[config.mk]
export PLATFORM = sky130hd
export DESIGN_NAME = npu_ahb_slave_if
export DESIGN_NICKNAME = d
export VERILOG_FILES = /design/src/rtl/npu_ahb_pkg.sv /design/src/rtl/npu_reg_file.sv /design/src/rtl/npu_ahb_slave_if.sv
export SDC_FILE = /design/constraint.sdc
export NUM_CORES = 1
export LEC_CHECK = 0
export ABC_AREA = 1
export BUFFER_PORTS_ARGS = -buffer_cell sky130_fd_sc_hd__buf_2
export CORE_ASPECT_RATIO = 0.75
export CORE_MARGIN = 2
export CORE_UTILIZATION = 52
export DETAILED_ROUTE_END_ITERATION = 10
export PLACE_DENSITY_LB_ADDON = 0.08
export SLEW_MARGIN = 20
export SYNTH_ARGS = -nofsm -noshare
export SYNTH_HDL_FRONTEND = slang
export SYNTH_SLANG_ARGS = --single-unit
[constraint.sdc]
create_clock -name clk -period 4.9 [get_ports clk]
set_input_delay 0.735 -clock clk [delete_from_list [all_inputs] [get_ports clk]]
set_output_delay 0.735 -clock clk [all_outputs]
set_load 0.01 [all_outputs]
[src/rtl/npu_ahb_pkg.sv]
// Shared AHB encodings, register map and bus-FSM state type for the NPU slave interface.
package npu_ahb_pkg;

    typedef enum logic [1:0] {
        HT_IDLE   = 2'b00,
        HT_BUSY   = 2'b01,
        HT_NONSEQ = 2'b10,
        HT_SEQ    = 2'b11
    } htrans_e;

    typedef enum logic [2:0] {
        HS_BYTE = 3'b000,
        HS_HALF = 3'b001,
        HS_WORD = 3'b010
    } hsize_e;

    typedef enum logic {
        HRESP_OKAY  = 1'b0,
        HRESP_ERROR = 1'b1
    } hresp_e;

    // Register word index (haddr[3:2]) inside the 16-byte register block
    localparam logic [1:0] REG_CTRL   = 2'd0;
    localparam logic [1:0] REG_STATUS = 2'd1;
    localparam logic [1:0] REG_RESULT = 2'd2;
    localparam logic [1:0] REG_CYCLES = 2'd3;

    localparam int CTRL_START = 0;
    localparam int CTRL_CLR   = 1;

    localparam int STAT_BUSY = 0;
    localparam int STAT_DONE = 1;
    localparam int STAT_ERR  = 2;

    typedef enum logic [2:0] {
        ST_IDLE,
        ST_REG,
        ST_PIX_WAIT,
        ST_ERR1,
        ST_ERR2
    } state_e;

endpackage

[src/rtl/npu_reg_file.sv]
// NPU control/status storage: start pulse, sticky done/err, latched class and run-cycle counter.
module npu_reg_file
    import npu_ahb_pkg::*;
#(
    parameter int CLASS_W = 5
) (
    input  logic               clk,
    input  logic               resetn,
    input  logic               ctrl_we_i,
    input  logic [31:0]        wdata_i,
    input  logic [1:0]         rd_sel_i,
    output logic [31:0]        rdata_o,
    output logic               npu_start_o,
    input  logic               npu_busy_i,
    input  logic               npu_done_i,
    input  logic [CLASS_W-1:0] npu_class_i
);

    logic               start_q, start_d;
    logic               done_q, done_d;
    logic               err_q, err_d;
    logic               run_q, run_d;
    logic [CLASS_W-1:0] class_q, class_d;
    logic [31:0]        cyc_q, cyc_d;

    logic start_req, start_ok, start_bad, clr;
    logic unused_wdata;

    assign unused_wdata = ^wdata_i[31:2];

    assign start_req = ctrl_we_i & wdata_i[CTRL_START];
    assign start_ok  = start_req & ~npu_busy_i;
    assign start_bad = start_req & npu_busy_i;
    assign clr       = ctrl_we_i & wdata_i[CTRL_CLR];

    // A done pulse always wins over a clear arriving in the same cycle
    always_comb begin
        start_d = start_ok;
        done_d  = done_q;
        if (npu_done_i)          done_d = 1'b1;
        else if (start_ok | clr) done_d = 1'b0;
        err_d = err_q;
        if (start_bad)  err_d = 1'b1;
        else if (clr)   err_d = 1'b0;
        class_d = npu_done_i ? npu_class_i : class_q;
        run_d   = run_q;
        if (start_ok)        run_d = 1'b1;
        else if (npu_done_i) run_d = 1'b0;
        cyc_d = cyc_q;
        if (start_ok)                       cyc_d = '0;
        else if (run_q && cyc_q != '1)      cyc_d = cyc_q + 32'd1;
    end

    always_ff @(posedge clk or negedge resetn) begin
        if (!resetn) begin
            start_q <= 1'b0;
            done_q  <= 1'b0;
            err_q   <= 1'b0;
            run_q   <= 1'b0;
            class_q <= '0;
            cyc_q   <= '0;
        end else begin
            start_q <= start_d;
            done_q  <= done_d;
            err_q   <= err_d;
            run_q   <= run_d;
            class_q <= class_d;
            cyc_q   <= cyc_d;
        end
    end

    assign npu_start_o = start_q;

    always_comb begin
        rdata_o = '0;
        case (rd_sel_i)
            REG_STATUS: begin
                rdata_o[STAT_BUSY] = npu_busy_i;
                rdata_o[STAT_DONE] = done_q;
                rdata_o[STAT_ERR]  = err_q;
            end
            REG_RESULT: rdata_o = 32'(class_q);
            REG_CYCLES: rdata_o = cyc_q;
            default:    rdata_o = '0;
        endcase
    end

endmodule

[src/rtl/npu_ahb_slave_if.sv]
// AHB-Lite slave front-end: decodes transfers into NPU registers or the pixel window,
// stretches pixel accesses until ack, and returns two-cycle ERROR for illegal transfers.
module npu_ahb_slave_if
    import npu_ahb_pkg::*;
#(
    parameter logic [31:0] BASE_ADDR   = 32'h4000_0000,
    parameter logic [12:0] PIX_OFFSET  = 13'h1000,
    parameter int          CLASS_W     = 5,
    parameter int          PIX_TIMEOUT = 64
) (
    input  logic               clk,
    input  logic               resetn,
    input  logic [31:0]        ahb_s0_haddr_i,
    input  logic               ahb_s0_hwrite_i,
    input  logic [2:0]         ahb_s0_hsize_i,
    input  logic [2:0]         ahb_s0_hburst_i,
    input  logic [3:0]         ahb_s0_hprot_i,
    input  logic [1:0]         ahb_s0_htrans_i,
    input  logic               ahb_s0_hmastlock_i,
    input  logic [31:0]        ahb_s0_hwdata_i,
    output logic               ahb_s0_hready_o,
    output logic               ahb_s0_hresp_o,
    output logic [31:0]        ahb_s0_hrdata_o,
    output logic               npu_start_o,
    input  logic               npu_busy_i,
    input  logic               npu_done_i,
    input  logic [CLASS_W-1:0] npu_class_i,
    output logic               pix_req_o,
    output logic               pix_we_o,
    output logic [9:0]         pix_addr_o,
    output logic [31:0]        pix_wdata_o,
    input  logic [31:0]        pix_rdata_i,
    input  logic               pix_ack_i
);

    localparam int TW = $clog2(PIX_TIMEOUT) + 1;
    localparam logic [TW-1:0] WAIT_LAST = TW'(PIX_TIMEOUT - 1);

    state_e        state_q, state_d, next_xfer;
    logic [1:0]    reg_sel_q, reg_sel_d;
    logic [9:0]    pix_idx_q, pix_idx_d;
    logic          write_q, write_d;
    logic [TW-1:0] wait_q, wait_d;

    logic        accept, base_hit, in_pix, in_reg, bad;
    logic [12:0] off, pix_rel;
    logic        ctrl_we;
    logic [31:0] reg_rdata;
    logic        unused_in;

    assign unused_in = ^{ahb_s0_hburst_i, ahb_s0_hprot_i, ahb_s0_hmastlock_i,
                         ahb_s0_htrans_i[0], pix_rel[1:0]};

    // Address-phase decode; each beat of a burst stands on its own
    always_comb begin
        accept   = ahb_s0_hready_o & ahb_s0_htrans_i[1];
        base_hit = ahb_s0_haddr_i[31:13] == BASE_ADDR[31:13];
        off      = ahb_s0_haddr_i[12:0];
        pix_rel  = off - PIX_OFFSET;
        in_pix   = base_hit && (off >= PIX_OFFSET) && !pix_rel[12];
        in_reg   = base_hit && !in_pix && (off[12:4] == 9'd0);
        bad      = (ahb_s0_hsize_i != HS_WORD) || (ahb_s0_haddr_i[1:0] != 2'b00) ||
                   !(in_pix || in_reg) ||
                   (in_reg && ahb_s0_hwrite_i && off[3:2] != REG_CTRL);
        if (!accept)     next_xfer = ST_IDLE;
        else if (bad)    next_xfer = ST_ERR1;
        else if (in_pix) next_xfer = ST_PIX_WAIT;
        else             next_xfer = ST_REG;
        reg_sel_d = accept ? off[3:2]        : reg_sel_q;
        pix_idx_d = accept ? pix_rel[11:2]   : pix_idx_q;
        write_d   = accept ? ahb_s0_hwrite_i : write_q;
        wait_d    = (state_q == ST_PIX_WAIT && !pix_ack_i) ? wait_q + 1'b1 : '0;
    end

    always_ff @(posedge clk or negedge resetn) begin
        if (!resetn) begin
            state_q   <= ST_IDLE;
            reg_sel_q <= '0;
            pix_idx_q <= '0;
            write_q   <= 1'b0;
            wait_q    <= '0;
        end else begin
            state_q   <= state_d;
            reg_sel_q <= reg_sel_d;
            pix_idx_q <= pix_idx_d;
            write_q   <= write_d;
            wait_q    <= wait_d;
        end
    end

    always_comb begin
        state_d = next_xfer;
        case (state_q)
            ST_ERR1:     state_d = ST_ERR2;
            ST_PIX_WAIT: begin
                if (!pix_ack_i) state_d = (wait_q == WAIT_LAST) ? ST_ERR1 : ST_PIX_WAIT;
            end
            default:     state_d = next_xfer;
        endcase
    end

    // Pixel ack feeds hready/hrdata combinationally so the data phase ends in the ack cycle
    always_comb begin
        ahb_s0_hready_o = 1'b1;
        ahb_s0_hresp_o  = HRESP_OKAY;
        ahb_s0_hrdata_o = '0;
        pix_req_o       = 1'b0;
        pix_we_o        = 1'b0;
        pix_addr_o      = '0;
        pix_wdata_o     = '0;
        case (state_q)
            ST_REG: begin
                if (!write_q) ahb_s0_hrdata_o = reg_rdata;
            end
            ST_PIX_WAIT: begin
                pix_req_o       = 1'b1;
                pix_we_o        = write_q;
                pix_addr_o      = pix_idx_q;
                pix_wdata_o     = write_q ? ahb_s0_hwdata_i : 32'd0;
                ahb_s0_hready_o = pix_ack_i;
                if (pix_ack_i && !write_q) ahb_s0_hrdata_o = pix_rdata_i;
            end
            ST_ERR1: begin
                ahb_s0_hready_o = 1'b0;
                ahb_s0_hresp_o  = HRESP_ERROR;
            end
            ST_ERR2: ahb_s0_hresp_o = HRESP_ERROR;
            default: ;
        endcase
    end

    assign ctrl_we = (state_q == ST_REG) && write_q && (reg_sel_q == REG_CTRL);

    npu_reg_file #(.CLASS_W(CLASS_W)) u_regs (
        .clk         (clk),
        .resetn      (resetn),
        .ctrl_we_i   (ctrl_we),
        .wdata_i     (ahb_s0_hwdata_i),
        .rd_sel_i    (reg_sel_q),
        .rdata_o     (reg_rdata),
        .npu_start_o (npu_start_o),
        .npu_busy_i  (npu_busy_i),
        .npu_done_i  (npu_done_i),
        .npu_class_i (npu_class_i)
    );

endmodule

==> results.md <==
* Vias/cell at 5.21
* GRT Total Usage at 0.301
* Yosys top cell by area: dfrtp_1
* Largest net degree at the start of global routing at 47
* Fin crit period at 2690 ps
* Ports at 199
* Delay-heaviest family, CP: simple AND/OR/NAND/NOR gates
* # Post-CTS Setup Buffers at 0
* Critical path class: reg2out
* Initial antenna violation count at 0
* Port bufs at 189
* Share of cells above drive strength 1 at 0.303
* Cts bufs inserted at 9
* Seq/Total Area, Yosys at 0.357
* Placed cell count at 918
* Vias in the first global route at 4356
* Slew @ Worst Pin at 585 ps
* Ordered list of cells on the worst path: inv_2 -> nor2_2 -> nand2_2 -> nor2_1 -> nand3_1 -> buf_4 -> o22ai_1 -> buf_2
* Clock slew at reported path FFs at 80 ps
* RSZ-0062 raised after global routing: no
* Synthesis Warnings at 0
* Drt wl/cell at 14.5 µm
* Dpl cell area at 0.00531 mm²
* Post-synth EDFFs at 0
* Multi-input gate area at 0.00228 mm²
* Die Wd at 110 µm
* Dpl hpwl at 10.4 mm
* Max stage delay cell, worst path: dfrtp_1
* Power per cell area at 251 mW/mm²
* CTS resizes at 0
* Synth Net Count at 766
* H-tree Lvls at 3
* Reg2reg end: u_regs.cyc_q[7]
* Arr. time, crit path at 1960 ps
* Hold Buf Count CTS at 0
* Peak supply drop at 0.168 mV
* Overall power at 0.00139 W
* Core footprint at 0.00799 mm²
* Synth Area per Inst at 6.74 µm²
* Final setup fails at 0
* Req. time, crit path at 4160 ps
* Synth-to-Final Area Change at 26.9%
* Post-layout net count at 946
* Routed Antenna Nets at 0
* Yosys reg bits at 62
* FF-to-FF setup slack at 2860 ps
* DRT Pass-1 Iters at 5
* Wire length of the first global-routing pass at 21.4 mm
* Ys async rst share at 1.00
* Most common library cells after synthesis: nand2_1 (144), nor2_1 (110), inv_1 (84), dfrtp_1 (62), nand3_1 (47)
* Hold slack final at 316 ps
* Syn Std Cell Area at 0.00434 mm²
* Slew margin rel. at 0.610
* LEAKAGE at 2.90 nW
* Worst path bufs/invs at 3
* Critical path origin: state_q[0]
* Worst Setup Start Kind: flop
* CP endpoint: ahb_s0_hrdata_o[22]
* Worst Path Max Fanout at 27
* Filler-free cell count of the finished design at 934
* Outcome: finished, final reports clean
* Die height at 83.1 µm
* Worst r2r src: u_regs.cyc_q[0]
* Peak Freq at 371 MHz
* CTS tree: done
* Cell area after layout at 0.00551 mm²
* Tcrit/Tclk final at 0.550
* Yosys cell types at 37
* Grt total ovfl at 0
* Max_cap viols at 0
* Filler cell count at 715
* # diodes at 0
* Clock sinks at 62
* CP Capture Type: primary output
* Area share of the largest cell type after synthesis at 0.357
* Clock skew at 8.91 ps
* Final WL at 13.5 mm
* Die area at 0.00911 mm²
* Sum Neg Setup Slack at 0 ps
* Post-Syn Instances at 644
* Reg2Reg Depth at 11
* Final Max Tran Viols at 0
* Final hold vios at 0
* Vias at 4862
* Cell with the most instances after synthesis: nand2_1
* Ranking of synthesized cells by area: dfrtp_1 (36%), nand2_1 (12%), nor2_1 (9.5%), inv_1 (7.3%), nand3_1 (5.4%)
* Row count at 28
* Worst hold path class: in2async
* FF+latch area at 0.00155 mm²
* Top_reg_cell synth: dfrtp_1
* Max Root-Sink Buffers at 2
* Clock latency on the worst-skew pair at 350 ps
* CTS root buf: clkbuf_8
* Initial DRC count at 331
* WP depth at 8
* Initial Utilization at 0.544
* GPL Wtd Cong at 0.921
* CP peak stage delay at 410 ps
* DRC at 0
## logic make-up after synthesis
| group | after synthesis | synth area share |
|---|---|---|
| and+or+nand+nor | 353 | 0.362 |
| buffers and inverters | 122 | 0.117 |
| AOI/OAI and AO/OA | 83 | 0.111 |
| DFF | 62 | 0.357 |
| xor gates and xnor gates | 17 | 0.0343 |
| muxes | 5 | 0.0130 |
| adders and majority gates | 2 | 0.00576 |
## layer usage
layer,wire length (µm),part of all wire,GRT usage
met2,6050,0.45,0.473
met3,1370,0.10,0.0903
met4,162,0.012,0.0610
met5,0,0,0
met1,5960,0.44,0.411
## flip-flops by register name (all words and copies together), names as in the netlist
| name | flops |
|---|---|
| write_q | 1 |
| u_regs.run_q | 1 |
| pix_idx_q | 9 |
| u_regs.done_q | 1 |
| state_q | 3 |
| wait_q | 7 |
| u_regs.cyc_q | 32 |
| u_regs.err_q | 1 |
| reg_sel_q | 1 |
| u_regs.npu_start_o | 1 |
| u_regs.class_q | 5 |
## final cells by class
class | instances | area share
multi-input cells | 460 | 0.414
clock buffers | 9 | 0.0225
flip-flops and latches | 62 | 0.281
well taps | 105 | 0.0238
inverters | 98 | 0.0677
clock inverters | 7 | 0.0134
repair buffers | 193 | 0.177
## where the power goes
| part | internal, W | switching (W) | total (W) |
|---|---|---|---|
| Sequential | 0.000552 | 0.0000314 | 0.000584 |
| Clock | 0.000236 | 0.000226 | 0.000462 |
| Combinational | 0.000126 | 0.000214 | 0.000340 |
| Total | 0.000915 | 0.000471 | 0.00139 |
## per-stage QoR
step	util	worst slack (ps)
2_1_floorplan	-	2770
3_3_place_gp	0.665	2440
3_5_place_dp	0.665	2410
4_1_cts	0.690	2210
5_1_grt	0.690	2060
6_report	0.690	2210
## worst min-delay path by stage
stage                          from                to  slack, ps  depth (start not counted)
final                        resetn  u_regs.cyc_q[13]        320                          1
after global routing         resetn  u_regs.cyc_q[15]        320                          1
after CTS                    resetn  u_regs.cyc_q[15]        320                          1
after detailed placement  wait_q[0]         wait_q[0]        470                          1
after global placement    wait_q[0]         wait_q[0]        440                          1
after floorplan           wait_q[0]         wait_q[0]        430                          1
## placed cells by master (no fill, tap or decap), drive strengths merged, types with 2 or more instances in the layout
master	netlist	layout
o32ai	3	3
ha	2	2
nand3	49	49
and2	2	2
nand2	151	151
o22ai	27	27
clkinv	0	4
and3	3	3
mux2	5	5
xor2	17	17
inv	98	99
dfrtp	62	62
clkbuf	12	9
o21ai	40	40
a21oi	8	8
nor2	118	118
o221ai	2	2
nand4	7	7
buf	12	193
nor3	21	21
(Power assumes the default switching activity.)
